==> config.mk <==
export PLATFORM = sky130hd
export DESIGN_NAME = mdio_master_flat
export DESIGN_NICKNAME = d
export VERILOG_FILES = /design/src/rtl/mdio_master_if.sv /design/src/rtl/mdio_master.sv /design/src/flat_wrapper.sv
export SDC_FILE = /design/constraint.sdc
export NUM_CORES = 1
export LEC_CHECK = 0
export CAP_MARGIN = 20
export CORE_MARGIN = 8
export CORE_UTILIZATION = 57
export CTS_CLUSTER_DIAMETER = 120
export DETAILED_ROUTE_END_ITERATION = 10
export DONT_BUFFER_PORTS = 1
export PLACE_DENSITY_LB_ADDON = 0.3
export SETUP_SLACK_MARGIN = 0.3
export SLEW_MARGIN = 20
export SYNTH_ARGS = -nofsm -noshare
export SYNTH_HDL_FRONTEND = slang
export SYNTH_SLANG_ARGS = --single-unit
==> constraint.sdc <==
create_clock -name clk -period 2 [get_ports clk]
set_input_delay 0.3 -clock clk [delete_from_list [all_inputs] [get_ports clk]]
set_output_delay 0.3 -clock clk [all_outputs]
set_load 0.02 [all_outputs]
==> src/rtl/mdio_master_if.sv <==
// rtl/mdio_master_if.sv - command/status and MDIO pin bundle for mdio_master
interface mdio_master_if;
    logic [4:0]  phy_add;
    logic [4:0]  reg_add;
    logic [15:0] wr_data;
    logic        wren;
    logic        rden;
    logic        busy;
    logic [15:0] rd_data;
    logic        rd_valid;
    logic        rd_err;
    logic        mdc;
    logic        mdio_o;
    logic        mdio_oe;
    logic        mdio_i;

    modport master (
        input  phy_add, reg_add, wr_data, wren, rden, mdio_i,
        output busy, rd_data, rd_valid, rd_err, mdc, mdio_o, mdio_oe
    );

    modport slave (
        output phy_add, reg_add, wr_data, wren, rden, mdio_i,
        input  busy, rd_data, rd_valid, rd_err, mdc, mdio_o, mdio_oe
    );
endinterface

==> src/rtl/mdio_master.sv <==
// rtl/mdio_master.sv - Clause-22 MDIO master, one register write/read per frame
module mdio_master #(
    parameter int CLK_DIV = 10
) (
    input  logic          clk,
    input  logic          rst_n,
    mdio_master_if.master bus
);
    localparam int DW = $clog2(CLK_DIV);

    typedef enum logic [2:0] {S_IDLE, S_PRE, S_HDR, S_TA, S_DATA, S_END} state_t;

    state_t        state;
    state_t        nxt_state;
    logic [DW-1:0] div_cnt;
    logic [4:0]    bit_cnt;
    logic          is_wr;
    logic [31:0]   tx_sr;
    logic [15:0]   rx_sr;
    logic          ta_err;
    logic          tick;
    logic          mdc_rise;
    logic          mdc_fall;
    logic          last_bit;

    assign tick     = (div_cnt == DW'(CLK_DIV - 1));
    assign mdc_rise = tick && !bus.mdc;
    assign mdc_fall = tick && bus.mdc;

    always_comb begin
        nxt_state = state;
        last_bit  = 1'b0;
        case (state)
            S_PRE:  last_bit = (bit_cnt == 5'd31);
            S_HDR:  last_bit = (bit_cnt == 5'd13);
            S_TA:   last_bit = (bit_cnt == 5'd1);
            S_DATA: last_bit = (bit_cnt == 5'd15);
            S_END:  last_bit = 1'b1;
            default: last_bit = 1'b0;
        endcase
        if (last_bit) begin
            case (state)
                S_PRE:  nxt_state = S_HDR;
                S_HDR:  nxt_state = S_TA;
                S_TA:   nxt_state = S_DATA;
                S_DATA: nxt_state = S_END;
                default: nxt_state = S_IDLE;
            endcase
        end
    end

    always_ff @(posedge clk) begin
        if (!rst_n) begin
            state        <= S_IDLE;
            div_cnt      <= '0;
            bit_cnt      <= '0;
            is_wr        <= 1'b0;
            tx_sr        <= '0;
            rx_sr        <= '0;
            ta_err       <= 1'b0;
            bus.mdc      <= 1'b0;
            bus.mdio_o   <= 1'b1;
            bus.mdio_oe  <= 1'b0;
            bus.busy     <= 1'b0;
            bus.rd_data  <= '0;
            bus.rd_valid <= 1'b0;
            bus.rd_err   <= 1'b0;
        end else begin
            bus.rd_valid <= 1'b0;
            bus.rd_err   <= 1'b0;
            if (state == S_IDLE) begin
                if (bus.wren || bus.rden) begin
                    // Everything after the preamble is shifted out of tx_sr;
                    // read frames pad TA/DATA with ones since the pin is released.
                    state       <= S_PRE;
                    is_wr       <= bus.wren;
                    tx_sr       <= {2'b01, (bus.wren ? 2'b01 : 2'b10), bus.phy_add, bus.reg_add,
                                    (bus.wren ? 2'b10 : 2'b11), (bus.wren ? bus.wr_data : 16'hFFFF)};
                    bit_cnt     <= '0;
                    div_cnt     <= '0;
                    ta_err      <= 1'b0;
                    bus.mdc     <= 1'b0;
                    bus.mdio_o  <= 1'b1;
                    bus.mdio_oe <= 1'b1;
                    bus.busy    <= 1'b1;
                end
            end else begin
                if (tick) begin
                    div_cnt <= '0;
                    bus.mdc <= ~bus.mdc;
                end else begin
                    div_cnt <= div_cnt + DW'(1);
                end

                if (mdc_rise && !is_wr) begin
                    if (state == S_TA && bit_cnt == 5'd1)
                        ta_err <= bus.mdio_i;
                    if (state == S_DATA)
                        rx_sr <= {rx_sr[14:0], bus.mdio_i};
                end

                // Pin changes only on MDC falling edges, centring data on the rising edge.
                if (mdc_fall) begin
                    state   <= nxt_state;
                    bit_cnt <= last_bit ? 5'd0 : bit_cnt + 5'd1;
                    case (nxt_state)
                        S_PRE: begin
                            bus.mdio_o  <= 1'b1;
                            bus.mdio_oe <= 1'b1;
                        end
                        S_HDR, S_TA, S_DATA: begin
                            bus.mdio_o  <= tx_sr[31];
                            tx_sr       <= {tx_sr[30:0], 1'b1};
                            bus.mdio_oe <= is_wr || (nxt_state == S_HDR);
                        end
                        S_END: begin
                            bus.mdio_o  <= 1'b1;
                            bus.mdio_oe <= 1'b0;
                        end
                        default: begin
                            bus.mdio_o  <= 1'b1;
                            bus.mdio_oe <= 1'b0;
                            bus.busy    <= 1'b0;
                            if (!is_wr) begin
                                bus.rd_data  <= rx_sr;
                                bus.rd_valid <= 1'b1;
                                bus.rd_err   <= ta_err;
                            end
                        end
                    endcase
                end
            end
        end
    end
endmodule

==> src/flat_wrapper.sv <==
// flat-port wrapper written by rule: the top's interface ports become plain ports
module mdio_master_flat 
#(
    parameter int CLK_DIV = 10
)
  (clk, rst_n, bus_phy_add, bus_reg_add, bus_wr_data, bus_wren, bus_rden, bus_mdio_i, bus_busy, bus_rd_data, bus_rd_valid, bus_rd_err, bus_mdc, bus_mdio_o, bus_mdio_oe);
  mdio_master_if bus_i ();
  input  logic clk;
  input  logic rst_n;
  input wire logic [$bits(bus_i.phy_add)-1:0] bus_phy_add;
  input wire logic [$bits(bus_i.reg_add)-1:0] bus_reg_add;
  input wire logic [$bits(bus_i.wr_data)-1:0] bus_wr_data;
  input wire logic [$bits(bus_i.wren)-1:0] bus_wren;
  input wire logic [$bits(bus_i.rden)-1:0] bus_rden;
  input wire logic [$bits(bus_i.mdio_i)-1:0] bus_mdio_i;
  output wire logic [$bits(bus_i.busy)-1:0] bus_busy;
  output wire logic [$bits(bus_i.rd_data)-1:0] bus_rd_data;
  output wire logic [$bits(bus_i.rd_valid)-1:0] bus_rd_valid;
  output wire logic [$bits(bus_i.rd_err)-1:0] bus_rd_err;
  output wire logic [$bits(bus_i.mdc)-1:0] bus_mdc;
  output wire logic [$bits(bus_i.mdio_o)-1:0] bus_mdio_o;
  output wire logic [$bits(bus_i.mdio_oe)-1:0] bus_mdio_oe;
  assign bus_i.phy_add = bus_phy_add;
  assign bus_i.reg_add = bus_reg_add;
  assign bus_i.wr_data = bus_wr_data;
  assign bus_i.wren = bus_wren;
  assign bus_i.rden = bus_rden;
  assign bus_i.mdio_i = bus_mdio_i;
  assign bus_busy = bus_i.busy;
  assign bus_rd_data = bus_i.rd_data;
  assign bus_rd_valid = bus_i.rd_valid;
  assign bus_rd_err = bus_i.rd_err;
  assign bus_mdc = bus_i.mdc;
  assign bus_mdio_o = bus_i.mdio_o;
  assign bus_mdio_oe = bus_i.mdio_oe;
  mdio_master #(.CLK_DIV(CLK_DIV)) u_core (.clk(clk), .rst_n(rst_n), .bus(bus_i));
endmodule
======== After elaboration in Yosys (flattened, before gate mapping) ========
Index checks and enable logic that the tools add are counted.
word-level totals
  ROM bits ................................ 0
  logic and storage cells ................. 102
  memories kept ........................... 0
  register bits after elaboration ......... 84
  input port bits ......................... 31
  RAM bits ................................ 0
  bits in latches ......................... 0
  output and inout bits ................... 22
operators by class
  multipliers ............................. 0
  order comparisons ....................... 0
  reductions and logical operators ........ 26
  multiplexer cells ....................... 37
  eq/ne operators ......................... 17
  add/sub/neg operators ................... 2
  shift-type cells ........................ 0
  bitwise gates (word level) .............. 6
  div/mod/pow operators ................... 0
operator list
  kind                   number
  $mux W32               4
  $mux W5                4
  $mux W1                17
  $mux W16               1
  $eq A3 B2 Y1 const B   4
  $eq A3 B3 Y1 const B   4
  $mux W3                4
  $mux W4                3
  $pmux W3 S4            1
  $reduce_and A3 Y1      4
  $eq A5 B4 Y1 const B   2
  $reduce_bool A2 Y1     5
  $reduce_or A9 Y1       1
  $reduce_or A8 Y1       1
  $eq A3 B1 Y1 const B   2
  $not A1 Y1             6
  $reduce_and A2 Y1      3
  $add A5 B1 Y5 const B  1
  $eq A5 B1 Y1 const B   1
  $eq A5 B5 Y1 const B   1
  $pmux W1 S5            1
  $reduce_or A5 Y1       1
  $add A4 B1 Y4 const B  1
  $eq A4 B4 Y1 const B   1
  10 further kinds       15

======== Logic depth before layout (Yosys ltp) ========
  depth after elaboration ................. 8
  depth in mapped cells ................... 9
  depth with buffers taken out ............ 7

======== Least setup slack after synthesis ========
No wires, ideal clock.
  kind .................................... register -> register
  from .................................... register u_core.div_cnt[0]
  to ...................................... register u_core.bus.rd_data[6]
  stages on the path, launching flop included .. 9
  clock period less this slack ............ 1.854 ns
  buffers on the path ..................... 2
  data arrival time ....................... 1.722 ns
  data required time ...................... 1.868 ns
  library setup time ...................... 0.132 ns
  setup slack ............................. 0.146 ns
  path through ............................ dfxtp_1 ha_1 and4b_1 o21ai_0 or3_1 clkbuf_1 buf_2 nand2_1 a21oi_1
on the way
  word-level cells in the longest chain between the ends .. 3
ends and longest elaborated chain
  what                         RTL line              source
  from (decl)                  mdio_master.sv:15     logic [DW-1:0] div_cnt;
  from (signal assigned)       mdio_master.sv:92     div_cnt <= div_cnt + DW'(1);
  $eq A4 B4 Y1                 mdio_master.sv:26     assign tick = (div_cnt == DW'(CLK_DIV - 1));
  $logic_and A1 B1 Y1          mdio_master.sv:28     assign mdc_fall = tick && bus.mdc;
  $reduce_and A4 Y1 (no line)  n/a
  to (signal assigned)         mdio_master.sv:125    bus.rd_data <= rx_sr;
  to (decl)                    mdio_master_if.sv:19  output busy, rd_data, rd_valid, rd_err, mdc, mdio_o, mdio_oe
Every way passes these cells.
A chain may end at the register's enable or synchronous reset.

======== Final worst setup path ========
  from .................................... register u_core.bit_cnt[4]
  to ...................................... register u_core.state[1]
on the way
  word-level cells in the longest chain between the ends .. 5
  elaborated cells on any way between the ends .. 8
  classes of those cells .................. 4 x eq/ne; 4 x mux
ends and longest elaborated chain
  what                                  RTL line            source
  from (decl)                           mdio_master.sv:16   logic [4:0] bit_cnt;
  from (signal assigned)                mdio_master.sv:105  bit_cnt <= last_bit ? 5'd0 : bit_cnt + 5'd1;
  $eq A5 B4 Y1 (tied with other cells)  mdio_master.sv:37   S_DATA: last_bit = (bit_cnt == 5'd15);
  $pmux W1 S5 (*)                       mdio_master.sv:33   case (state)
  $mux W3 (*)                           mdio_master.sv:41   if (last_bit) begin
  $mux W3 (*)                           mdio_master.sv:103  if (mdc_fall) begin
  $mux W3 (*)                           mdio_master.sv:71   if (state == S_IDLE) begin
  to (signal assigned)                  mdio_master.sv:104  state <= nxt_state;
  to (decl)                             mdio_master.sv:13   state_t state;
Mark *: on every way between the ends. The rest lies on a longest branch, timed or not. The select of a mux whose other input is x is not followed.

==> impl_metrics.csv <==
group,metric,value,unit
status,status,"complete, no violations",
clock_tree,path_clk_slew,90,ps
clock_tree,cts-buffers-inserted,9,
layout,area_delta_synth_final,16.3,%
layout,diodes,0,
synth,synth_flop_cell,"dfxtp_1",
synth,synth.mux.area_fraction,0.00917,
drt,drc,0,
drt,ant_nets,0,
synth,synthCells,468,
setup_path,cp.arrival,2120,ps
synth,synthSimpleGateAreaFrac,0.275,
global_routing,grt_pass1_vias,3343,
die,core-area,6640,um2
layout,nets,512,
layout,fillCellCount,536,
clock_tree,clock_latency,360,ps
setup_path,required,2290,ps
clock_tree,cts_root_buf,"clkbuf_8",
sta,timing.fmax,548,MHz
place,portBuffers,0,
setup_path,crit_path_frequent_cell,"a21oi_2",
sta,setup_violations,0,
layout,drive_gt1_frac,0.210,
synth,syn_nets,503,
drt,dr_total_vias,3461,
setup_path,path_max_fanout,5,
global_routing,grt_util_all_layers,0.199,
drt,drt_iter0_markers,193,
synth,synth_largest_area_cell,"dfxtp_1",
layout,fin_cells,562,
synth,synth-edff-count,0,
synth,synth_area_leaders,"dfxtp_1 (44%), nand2_1 (8.6%), a21oi_1 (5.2%)",
setup_path,reg2reg_setup_slack,180,ps
power_and_ir_drop,leakagePower,1.51,nW
setup_path,cp_slowest_stage_delay,550,ps
layout,final_cell_mix,"nand2_1 (87), dfxtp_1 (74), a21oi_1 (40)",
die,start_util,0.575,
setup_path,crit_path_end,"u_core.state[1]",
clock_tree,cts_max_path_buffers,2,
setup_path,critical_path_class,"reg -> reg",
sta,tightest_slew,730,ps
layout,final_common_cell,"nand2_1",
min_path,hold_depth,2,
global_routing,grt_max_degree,45,
die,rows,30,
drt,viasPerCell,6.16,
setup_path,rr_worst_depth,5,
die,die_h,97.9,um
setup_path,slowest_stage,"or4b_4",
sta,relSlewSlack,0.507,
global_routing,grt_pass1_wl,16000,um
global_routing,antenna_found_initial,0,
synth,ys_seq_area_frac,0.440,
sta,fin_crit,1820,ps
synth,synth_top_family_by_area,"simple AND/OR/NAND/NOR gates",
synth,synth_top_area_share,0.440,
power_and_ir_drop,p_per_area,803,nW/um2
die,die_w,97.9,um
power_and_ir_drop,peakVddDrop,0.491,mV
sta,fin_worst_skew,12.7,ps
synth,synth.distinct_cells,48,
sta,hold_violations,0,
synth,synth.avg_cell_area,8.16,um2
place,dp_cells,530,
layout,regArea,1710,um2
synth,synth-xor-area-share,0,
drt,finalWirelength,9530,um
die,die_area,9580,um2
synth,ys.warnings.count,0,
synth,ys_seq_elements,84,
synth,async_reset_ff_frac,0,
sta,finalCritPeriodShare,0.912,
setup_path,endpoint_kind,"flop",
clock_tree,ctsHtreeMaxLevel,3,
place,place.gp.congestion,0.874,
clock_tree,cts_tree,"done",
sta,setup-tns-final,0,ps
setup_path,r2r-end,"u_core.state[1]",
global_routing,grt_overflow,0,
synth,synth_compound_area_frac,0.208,
power_and_ir_drop,total_power,3.57,mW
layout,multiInputGateArea,2090,um2
setup_path,start_kind,"flop",
drt,dr.pass1.iters,4,
setup_path,startpoint,"u_core.bit_cnt[4]",
sta,slew_violations,0,
run,maxCapViolCount,0,
synth,syn-cell-area,3820,um2
synth,synth_fa_ha_area_frac,0.0131,
die,ios,53,
clock_tree,clock_sinks,84,
place,place_hpwl,5940,um
sta,rsz0062_at_grt,"true",
setup_path,worstPathCellList,"or4b_4 > a211oi_4 > a21oi_2 > mux2_4 > a21oi_2",
drt,avgRoutedWirePerCell,17.0,um
setup_path,r2r-start,"u_core.bit_cnt[4]",
min_path,hold_path.class,"in -> reg",
## sequential cells by signal (all words and copies together), names as in the netlist
register / flops
u_core.div_cnt: 4
u_core.state: 3
u_core.bus.mdio_o: 1
u_core.rx_sr: 16
u_core.bus.busy: 1
u_core.is_wr: 1
u_core.bus.rd_valid: 1
u_core.tx_sr: 32
u_core.bus.rd_err: 1
u_core.bus.rd_data: 16
u_core.bus.mdio_oe: 1
u_core.bit_cnt: 5
u_core.ta_err: 1
u_core.bus.mdc: 1
## per-stage QoR
step           setup slack [ps]  hold slack [ps]  instance area (um2)   util
5_1_grt                    90.8             69.3                 4440  0.669
6_report                    176             72.7                 4440  0.669
3_5_place_dp               62.5              375                 3970  0.597
2_1_floorplan               237              432                 3850      -
4_1_cts                     191             61.3                 4330  0.651
3_3_place_gp               86.7              373                 3970  0.597
## power breakdown
| group | internal (mW) | switching [mW] | total (mW) |
|---|---|---|---|
| sequential | 1.78 | 0.0773 | 1.85 |
| combinational | 0.214 | 0.290 | 0.505 |
| clock | 0.494 | 0.716 | 1.21 |
## cell usage after synthesis, drive strengths merged (6+ instances only)
library cell / instances
nand2: 90
nor3: 18
a21oi: 43
nor2: 19
nand3: 23
buf: 13
inv: 6
o211ai: 16
a31oi: 8
dfxtp: 84
clkbuf: 29
nand4: 20
nand3b: 19
o21ai: 29
a311oi: 11
## area by class of cell
cell class	count	share of cell area
Tap cell	80	0.0225
Clock inverter	7	0.0172
Multi-Input combinational cell	338	0.470
Sequential cell	84	0.384
Inverter	6	0.00507
Clock buffer	9	0.0279
Timing Repair Buffer	38	0.0730
## repair_timing
item,CTS,global route
setup endpoints to repair,75,65
gates cloned,1,2
resized for setup,24,16
hold buffers,1,0
buffers inserted,7,5
hold endpoints to repair,1,0
pin swaps,4,6
## layer usage
layer  GRT usage  up-vias  part of all wire
li1            -     1704                 -
met1       0.242     1653              0.44
met2       0.321       92              0.48
met3      0.0626       12             0.065
met4      0.0743        0             0.015
met5           0        -                 0
## worst min-delay path by stage
stage / start / to / slack (ps)
6_report: rst_n / u_core.bus.mdc / 70
5_1_grt: rst_n / u_core.div_cnt[3] / 70
4_1_cts: rst_n / u_core.bus.mdc / 60
3_5_place_dp: rst_n / u_core.bus.mdio_o / 370
3_3_place_gp: rst_n / u_core.bus.mdio_o / 370
2_1_floorplan: u_core.rx_sr[15] / u_core.bus.rd_data[15] / 430
## cells by family (layout without fill, tap and decap cells)
| kind of cell | Yosys count | after routing |
|---|---|---|
| AOI/OAI and AO/OA | 122 | 122 |
| DFF | 84 | 84 |
| buffers and inverters | 48 | 60 |
| muxes | 3 | 3 |
| adders and majority gates | 4 | 4 |
| and+or+nand+nor | 207 | 209 |
## worst max-delay path, delay by kind of cell, from the launching register on
kind,cells,cell delay (ps)
AO/OA/AOI/OAI,3,520
multiplexers,1,320
flip-flops,1,370
AND/OR/NAND/NOR,1,550
No activity file was read; power rests on OpenSTA's default activity.
